File: config.mk
export PLATFORM = sky130hd
export DESIGN_NAME = project_cpu_gen
export DESIGN_NICKNAME = d
export VERILOG_FILES = /design/src/rtl/project_cpu_gen.sv
export SDC_FILE = /design/constraint.sdc
export NUM_CORES = 1
export LEC_CHECK = 0
export BUFFER_PORTS_ARGS = -buffer_cell sky130_fd_sc_hd__buf_4
export CAP_MARGIN = 25
export CORE_MARGIN = 3
export CORE_UTILIZATION = 50
export CTS_BUF_LIST = sky130_fd_sc_hd__clkbuf_4 sky130_fd_sc_hd__clkbuf_8 sky130_fd_sc_hd__clkbuf_16
export DETAILED_ROUTE_END_ITERATION = 8
export GPL_ROUTABILITY_DRIVEN = 1
export MAX_ROUTING_LAYER = met4
export PLACE_DENSITY = 0.69
export SLEW_MARGIN = 30
export SYNTH_ARGS = -nofsm -noshare
export SYNTH_HDL_FRONTEND = slang
export SYNTH_SLANG_ARGS = --single-unit
File: constraint.sdc
create_clock -name clk -period 5.6 [get_ports clk]
set_input_delay 0.84 -clock clk [delete_from_list [all_inputs] [get_ports clk]]
set_output_delay 0.84 -clock clk [all_outputs]
set_load 0.005 [all_outputs]
File: src/rtl/project_cpu_gen.sv
// Multi-cycle accumulator CPU: FETCH/DECODE/(INDIR)/EXEC over a single-port RAM with a
// one-cycle read latency and a mem_ready stall handshake; direct ops take 3 cycles, indirect 4.
module project_cpu_gen #(
    parameter int DW        = 16,
    parameter int AW        = 13,
    parameter int INDIR_PTR = 4
) (
    input  logic          clk,
    input  logic          rst,
    input  logic [DW-1:0] data_fromRAM,
    input  logic          mem_ready,
    output logic          wrEn,
    output logic [AW-1:0] addr_toRAM,
    output logic [DW-1:0] data_toRAM,
    output logic [AW-1:0] PC,
    output logic [DW-1:0] W,
    output logic          retire
);
    localparam int            SW         = $clog2(DW);
    localparam logic [DW-1:0] DW_V       = DW'(DW);
    localparam logic [AW-1:0] INDIR_ADDR = AW'(INDIR_PTR);

    localparam logic [2:0] OP_ADD   = 3'd0;
    localparam logic [2:0] OP_NOR   = 3'd1;
    localparam logic [2:0] OP_SHIFT = 3'd2;
    localparam logic [2:0] OP_ROT   = 3'd3;
    localparam logic [2:0] OP_CMP   = 3'd4;
    localparam logic [2:0] OP_BZ    = 3'd5;
    localparam logic [2:0] OP_LD    = 3'd6;
    localparam logic [2:0] OP_ST    = 3'd7;

    typedef enum logic [1:0] {
        FETCH  = 2'd0,
        DECODE = 2'd1,
        INDIR  = 2'd2,
        EXEC   = 2'd3
    } state_t;

    state_t        state_q, state_d;
    logic [AW-1:0] pc_q, pc_d;
    logic [DW-1:0] w_q, w_d;
    logic [2:0]    opcode_q, opcode_d;
    logic [AW-1:0] operand_q, operand_d;
    logic [AW-1:0] addr_q, addr_d;

    logic [AW-1:0]   addr_raw;
    logic [DW-1:0]   dout_raw;
    logic            wr_raw;
    logic            ret_raw;
    logic [DW-1:0]   alu_w;
    logic [DW-1:0]   m;
    logic            m_small;
    logic [SW-1:0]   amt;
    logic [2*DW-1:0] dbl;
    logic [2*DW-1:0] rot_r_full;
    logic [2*DW-1:0] rot_l_full;

    // Instruction bits between the opcode and the operand carry no meaning.
    logic unused_ok;
    assign unused_ok = ^data_fromRAM;

    // Amounts >= DW switch direction and use only the low log2(DW) bits.
    always_comb begin
        m          = data_fromRAM;
        m_small    = (m < DW_V);
        amt        = m[SW-1:0];
        dbl        = {w_q, w_q};
        rot_r_full = dbl >> amt;
        rot_l_full = dbl << amt;
        alu_w      = w_q;
        case (opcode_q)
            OP_ADD:   alu_w = w_q + m;
            OP_NOR:   alu_w = ~(w_q | m);
            OP_SHIFT: alu_w = m_small ? (w_q >> amt) : (w_q << amt);
            OP_ROT:   alu_w = m_small ? rot_r_full[DW-1:0] : rot_l_full[2*DW-1:DW];
            OP_CMP:   alu_w = (w_q < m) ? '1 : ((w_q == m) ? '0 : DW'(1));
            OP_LD:    alu_w = m;
            default:  alu_w = w_q;
        endcase
    end

    always_comb begin
        state_d   = state_q;
        pc_d      = pc_q;
        w_d       = w_q;
        opcode_d  = opcode_q;
        operand_d = operand_q;
        addr_d    = addr_q;
        addr_raw  = addr_q;
        wr_raw    = 1'b0;
        dout_raw  = '0;
        ret_raw   = 1'b0;
        case (state_q)
            FETCH: begin
                addr_d   = pc_q;
                addr_raw = pc_q;
                state_d  = DECODE;
            end
            DECODE: begin
                if (mem_ready) begin
                    opcode_d  = data_fromRAM[DW-1:DW-3];
                    operand_d = data_fromRAM[AW-1:0];
                    if (data_fromRAM[AW-1:0] != '0) begin
                        addr_d  = data_fromRAM[AW-1:0];
                        state_d = EXEC;
                    end else begin
                        addr_d  = INDIR_ADDR;
                        state_d = INDIR;
                    end
                end
                addr_raw = addr_d;
            end
            INDIR: begin
                if (mem_ready) begin
                    operand_d = data_fromRAM[AW-1:0];
                    addr_d    = data_fromRAM[AW-1:0];
                    state_d   = EXEC;
                end
                addr_raw = addr_d;
            end
            EXEC: begin
                addr_raw = operand_q;
                if (opcode_q == OP_ST) begin
                    wr_raw   = 1'b1;
                    dout_raw = w_q;
                end
                if (mem_ready) begin
                    ret_raw = 1'b1;
                    w_d     = alu_w;
                    pc_d    = (opcode_q == OP_BZ && m == '0) ? w_q[AW-1:0] : pc_q + AW'(1);
                    state_d = FETCH;
                end
            end
            default: begin
                state_d = FETCH;
                pc_d    = '0;
                w_d     = '0;
            end
        endcase
    end

    always_ff @(posedge clk) begin
        if (!rst) begin
            state_q   <= FETCH;
            pc_q      <= '0;
            w_q       <= '0;
            opcode_q  <= '0;
            operand_q <= '0;
            addr_q    <= '0;
        end else begin
            state_q   <= state_d;
            pc_q      <= pc_d;
            w_q       <= w_d;
            opcode_q  <= opcode_d;
            operand_q <= operand_d;
            addr_q    <= addr_d;
        end
    end

    // Bus outputs are forced idle for as long as reset is held, whatever the state.
    assign wrEn       = rst & wr_raw;
    assign retire     = rst & ret_raw;
    assign addr_toRAM = rst ? addr_raw : '0;
    assign data_toRAM = rst ? dout_raw : '0;
    assign PC         = pc_q;
    assign W          = w_q;

endmodule

==> metrics.cfg, run 1 <==
[placed_design]
port_buffers=78
place_ws_ns=1.31
dpl.hpwl_mm=20.4
gp_congestion=1.02
place_area_um2=7940
place_inst=1174

[power]
power_frac_seq_pct=27.5
p_per_area_nw_per_um2=270
clkPwrFrac_pct=26.1
intPower_mw=1.27
power_frac_comb_pct=46.4
p_total_mw=2.23
p_sw_uw=960
swShare_pct=43.1
vdd_drop_max_v=0.000179
leakagePower_nw=3.20

[cts]
post_cts_buffers=0
clkSinkCount=60
cts.htree.levels=3
numCtsBuffers=9
cts_max_path_buffers=2
insertion_delay_ns=0.33
cts_resized=0
cts.clk_slew.worst_paths_ns=0.05
cts_tree=built
hold_buffers=0
clockRootBuffer=clkbuf_16

[final_layout]
design_area_um2=8260
area_growth_pct=9.62
drive_gt1_share_pct=16.2
fin_util_pct=56.4
fin_cells=1189
fin_nets=1075
diodes=0

[setup_path]
cp.depth=10
worstPathRequired_ns=5.87
crit_chain=buf_4, inv_1, fa_1, nand2b_1, a21oi_1, o21ai_0, o31ai_1, nand3_1, a2111oi_0, or3b_1
reg2reg_to=W[13]$_SDFFE_PN0P_
crit_start=data_fromRAM[1]
worst-path-buf-inv=2
cpMaxStageDelayCell=buf_4
max_stage_delay_ns=0.57
crit_type=in -> reg
startpoint_type=input port
arrival_ns=4.31
timing.rr.start=W[14]$_SDFFE_PN0P_
worst_setup_path_end_kind=flip-flop
crit_family=compound AO/OA/AOI/OAI gates
crit_fanout=57
reg2reg_slack_ns=1.79
r2r_cells=8
cp-endpoint=W[14]$_SDFFE_PN0P_

[detailed_routing]
drt_first_iter_violations=1143
drc=0
vias_per_cell=6.79
drtPass1Iterations=6
routed_wl_mm=28.5
num_vias=8070
ant_nets=0
wl_per_cell_um=23.9

[timing]
setup_viol=0
min_period_over_period_pct=72.2
tightest_slew_ns=0.893
timing.fmax_mhz=247
setup_ws_ns=1.56
setup_tns_ns=0
slew_viol_final=0
final-hold-violation-count=0
hold_ws_ns=0.466
rsz0062_at_grt=false
slew_headroom_pct=40.3
period_needed_ns=4.04
worst_clock_skew_ns=0.00524

[die]
die_w_um=129
die_h_um=129
pin_count=79
core-area_um2=14600
rows=44
initial_core_util_pct=51.4
die_area_um2=16600

[logic_synthesis]
synth-edff-count=0
yosysTopAreaCell=dfxtp_1
ys_types=90
synth_seq_area_share_pct=15.9
synthFlopType=dfxtp_1
syn-cell-area_um2=7530
syn_nets=1067
yosysWarnings=0
synth-seq-cells=60
synth_area_leaders=dfxtp_1, ha_1, mux2i_1
async_flop_share_pct=0
syn_area_per_cell_um2=7.58
yosysTopAreaCellShare_pct=15.9
synthCells=993

[run]
cap_violations=0

[global_routing]
grt_max_degree=79
gr-total-overflow=0
grt_pass1_vias=7151
antenna_found_initial=0
grt_usage_pct=35.1
grt_pass1_wl_mm=43.7

[min_path]
min_path_type=reg -> reg

[outcome]
outcome=finished, final reports clean

## how the worst min path moves through the flow
stage                                 end                  startpoint  depth (start not counted)
3_5_place_dp    operand_q[7]$_SDFFE_PN0P_   operand_q[7]$_SDFFE_PN0P_                          2
5_1_grt         operand_q[4]$_SDFFE_PN0P_   operand_q[4]$_SDFFE_PN0P_                          2
6_report        operand_q[7]$_SDFFE_PN0P_   operand_q[7]$_SDFFE_PN0P_                          2
4_1_cts         operand_q[7]$_SDFFE_PN0P_   operand_q[7]$_SDFFE_PN0P_                          2
3_3_place_gp   operand_q[12]$_SDFFE_PN0P_  operand_q[12]$_SDFFE_PN0P_                          2
2_1_floorplan  operand_q[10]$_SDFFE_PN0P_  operand_q[10]$_SDFFE_PN0P_                          2
## synthesized netlist by cell type, types with 5 or more instances
cell / n
a211oi_1: 11
a21boi_0: 18
a21o_1: 5
a21oi_1: 73
a21oi_2: 7
a222oi_1: 6
a22oi_1: 6
a31oi_1: 17
and2_1: 17
and3_1: 9
buf_2: 24
buf_4: 7
buf_6: 7
clkbuf_1: 46
dfxtp_1: 60
ha_1: 54
inv_1: 42
mux2_2: 18
mux2i_1: 67
mux4_2: 14
nand2_1: 92
nand2b_1: 10
nand3_1: 32
nor2_1: 70
nor2b_1: 11
nor3_1: 44
nor3b_1: 5
o211ai_1: 7
o21ai_0: 70
o21ai_1: 17
o221a_1: 5
o22ai_1: 9
xnor2_1: 8
## placed cells by master, fill, tap and decap left out, types with 9 or more instances in the layout
cell / n
nand3_1: 32
nor2b_1: 11
a31oi_1: 17
o21ai_0: 70
nand2b_1: 10
dfxtp_1: 60
inv_1: 42
mux4_2: 14
buf_4: 87
ha_1: 54
nor2_1: 70
nor3_1: 44
clkbuf_16: 9
a21boi_0: 18
mux2_2: 18
and3_1: 9
mux2i_1: 67
o22ai_1: 9
o21ai_1: 17
and2_1: 17
nand2_1: 92
a211oi_1: 11
a21oi_1: 72
## cell type report
| cell class | count | area [µm²] |
|---|---|---|
| clock inverters | 3 | 45.0 |
| repair buffers | 87 | 653 |
| fillers | 1394 | 6390 |
| multi-input cells | 800 | 5700 |
| flip-flops and latches | 60 | 1200 |
| clock buffers | 12 | 267 |
| inverters | 43 | 161 |
| well taps | 184 | 230 |
## worst reg2reg max path, stage by stage, from the launching register on
cell      delay, ns
dfxtp_1        0.78
inv_1          0.28
ha_1           0.42
nor4_1         0.47
a21boi_0       0.61
o31ai_2        0.24
a221o_1        0.35
a211oi_1       0.40
o22ai_1        0.14
## power groups by stage
stage	Clock [mW]	Sequential, mW	Combinational [mW]
6_report	0.580	0.612	1.03
3_3_place_gp	0	0.614	0.999
5_1_grt	0.602	0.619	1.12
2_1_floorplan	0	0.544	0.734
4_1_cts	0.584	0.605	1.01
3_5_place_dp	0	0.614	1.00
## registers in the layout (all words and copies together) (netlist names)
register   count
W             16
PC            13
addr_q        13
operand_q     13
opcode_q       3
state_q        2
## logic make-up (layout without fill, tap and decap cells)
kind of cell / after synthesis / after routing / share of synthesized area [%]
flops: 60 / 60 / 15.9
fa+ha+maj: 55 / 55 / 9.24
compound gates: 311 / 311 / 27.5
simple gates: 323 / 323 / 21.5
mux: 101 / 101 / 16.1
buf+inv: 133 / 145 / 8.51
xor+xnor: 10 / 10 / 1.16
## per-layer routing
metal  part of all wire, %  global-route usage [%]
met1                    42                    50.1
met2                    44                    50.5
met3                    10                    5.31
met4                   3.3                    11.5
met5                     0                       -
(Power assumes the default switching activity.)
==> run 2: changes to the inputs <==
- PLACE_DENSITY: 0.69 -> 0.72
- clock period: 5.6 -> 3.45 ns (I/O delays scaled with it)
==> run 2 against run 1 <==
  * Clock power is 63% higher
  * Power is 69% higher
  * Wire length is 6.5% higher
  * Largest power group unchanged
  * Highest routed layer unchanged
==> metrics.cfg, run 2 (synthesis gave the netlist of run 1 again) <==
[outcome]
outcome=finished, final reports clean  ; unchanged

[final_layout]
fillers=1384  ; was 1394
final_cell_mix=buf_4, nand2_1, a21oi_1, nor2_1, o21ai_0  ; was nand2_1, buf_4, a21oi_1, nor2_1, o21ai_0
largest_reg_flops=16  ; unchanged
area_growth_pct=14.7  ; was 9.62%
multi_input_area_um2=5690  ; was 5700 µm²
drive_gt1_share_pct=20.1  ; was 16.2%
regArea_um2=1200  ; unchanged
diodes=0  ; unchanged
mostFrequentLayoutCell=buf_4  ; was nand2_1
fin_util_pct=59.0  ; was 56.4%
fin_nets=1124  ; was 1075

[cts]
cts.clk_slew.worst_paths_ns=0.06  ; was 0.05 ns
cts.htree.levels=3  ; unchanged
post_cts_buffers=0  ; unchanged
insertion_delay_ns=0.34  ; was 0.33 ns
numCtsBuffers=9  ; unchanged
clockRootBuffer=clkbuf_16  ; unchanged
clkSinkCount=60  ; unchanged
cts_tree=built  ; unchanged
cts_resized=0  ; unchanged
hold_buffers=0  ; unchanged
cts_max_path_buffers=2  ; unchanged

[min_path]
min_path_type=reg -> reg  ; unchanged
whs_path_depth=2  ; unchanged
min_to=operand_q[2]$_SDFFE_PN0P_  ; was operand_q[7]$_SDFFE_PN0P_
worst_hold_startpoint=operand_q[2]$_SDFFE_PN0P_  ; was operand_q[7]$_SDFFE_PN0P_

[placed_design]
gp_congestion=1.04  ; was 1.02
place_ws_ns=0.215  ; was 1.31 ns
port_buffers=78  ; unchanged
dpl.hpwl_mm=22.4  ; was 20.4 mm

[die]
die_w_um=129  ; unchanged
core-area_um2=14600  ; unchanged
die_h_um=129  ; unchanged
pin_count=79  ; unchanged
rows=44  ; unchanged
initial_core_util_pct=51.4  ; unchanged
die_area_um2=16600  ; unchanged

[timing]
setup_viol=0  ; unchanged
period_needed_ns=3.12
tightest_slew_ns=0.828  ; was 0.893 ns
slew_headroom_pct=44.2  ; was 40.3%
worst_clock_skew_ns=0.00952  ; was 0.00524 ns
setup_tns_ns=0  ; unchanged
timing.fmax_mhz=321
min_period_over_period_pct=90.3
final-hold-violation-count=0  ; unchanged
slew_viol_final=0  ; unchanged
setup_ws_ns=0.334  ; was 1.56 ns
rsz0062_at_grt=false  ; unchanged

[setup_path]
reg2reg_to=W[14]$_SDFFE_PN0P_  ; was W[13]$_SDFFE_PN0P_
crit_chain=buf_4, nor3_1, and3_1, nand3_1, a21oi_1, buf_4, nor2_1, a21oi_1, a21oi_1, buf_4  ; was buf_4, inv_1, fa_1, nand2b_1, a21oi_1, o21ai_0, o31ai_1, nand3_1, a2111oi_0, or3b_1
max_stage_delay_ns=0.35  ; was 0.57 ns
crit_fanout=9  ; was 57
worst-path-buf-inv=3  ; was 2
crit_type=in -> out  ; was in -> reg
cpMaxStageDelayCell=and3_1  ; was buf_4
worst_setup_path_end_kind=primary output  ; was flip-flop
arrival_ns=2.60  ; was 4.31 ns
reg2reg_slack_ns=0.41  ; was 1.79 ns
startpoint_type=input port  ; unchanged
crit_family=simple AND/OR/NAND/NOR gates  ; was compound AO/OA/AOI/OAI gates
r2r_cells=9  ; was 8
timing.rr.start=W[5]$_SDFFE_PN0P_  ; was W[14]$_SDFFE_PN0P_
worstPathRequired_ns=2.93  ; was 5.87 ns

[global_routing]
grt_usage_pct=36.9  ; was 35.1%
grt_max_degree=56  ; was 79
grt_pass1_wl_mm=45.9  ; was 43.7 mm
antenna_found_initial=0  ; unchanged
grt_pass1_vias=7576  ; was 7151
gr-total-overflow=0  ; unchanged

[run]
cap_violations=0  ; unchanged

[detailed_routing]
drtPass1Iterations=6  ; unchanged
routed_wl_mm=30.3  ; was 28.5 mm
drc=0  ; unchanged
vias_per_cell=6.72  ; was 6.79
wl_per_cell_um=24.5  ; was 23.9 µm
num_vias=8321  ; was 8070
ant_nets=0  ; unchanged
drt_first_iter_violations=1168  ; was 1143

[power]
leakagePower_nw=3.46  ; was 3.20 nW
vdd_drop_max_v=0.000253  ; was 0.000179 V
p_per_area_nw_per_um2=435  ; was 270 nW/µm²

[run 2: cell count changes in the layout (fill, tap and decap cells not counted)]
cell | before | now
clkinv_2 | 0 | 1
clkinv_4 | 0 | 1
a21oi_1 | 72 | 73
clkinvlp_4 | 2 | 1
buf_4 | 87 | 134
a21oi_2 | 8 | 7
clkbuf_4 | 0 | 1
inv_6 | 0 | 1
clkbuf_8 | 3 | 1
buf_12 | 0 | 2
[run 2: stage by stage]
stage	hold WS (ns)	total power [mW]	instances	cell area [µm²]
after CTS	0.469	3.70	1239	8640
after floorplan	0.444	2.07	993	7530
final	0.467	3.75	1239	8640
after global placement	0.455	2.74	1223	8330
after detailed placement	0.461	2.75	1223	8330
after global routing	0.492	3.92	1239	8640
[run 2: per-layer routing]
layer / global-route usage, % / routed length, µm / up-vias
li1: - / - / 3760
met1: 53.4 / 13100 / 3960
met2: 50.3 / 12500 / 540
met3: 9.26 / 3810 / 61
met4: 10.9 / 879 / 0
met5: - / 0 / -
[run 2: how the worst max path moves through the flow]
stage,from,to,slack [ns],cells after the start
after CTS,data_fromRAM[4],addr_toRAM[0],0.41,10
after detailed placement,data_fromRAM[15],W[14]$_SDFFE_PN0P_,0.22,10
after floorplan,data_fromRAM[3],W[2]$_SDFFE_PN0P_,0.47,11
final,data_fromRAM[4],addr_toRAM[0],0.33,10
after global placement,data_fromRAM[14],W[14]$_SDFFE_PN0P_,0.24,10
after global routing,data_fromRAM[4],addr_toRAM[0],0.29,10
[run 2: worst register-to-register path, delay by kind of cell (launching register included)]
| kind | cells | cell delay [ns] |
|---|---|---|
| fa+ha+maj | 1 | 0.39 |
| buf+inv | 1 | 0.15 |
| compound gates | 2 | 0.46 |
| simple gates | 5 | 1.14 |
| flops | 1 | 0.77 |
[run 2: report_power, final]
group	total [mW]	leakage (nW)	switching (mW)	internal [mW]
Clock	0.945	0.150	0.355	0.589
Combinational	1.92	2.82	1.21	0.711
Sequential	0.886	0.487	0.0837	0.803
[run 2: area by class of cell]
cell class,instances,share of cell area (%)
clock inverters,5,0.695
inverters,43,1.87
multi-input cells,800,65.9
repair buffers,136,12.1
flip-flops and latches,60,13.9
well taps,184,2.66
clock buffers,11,2.85
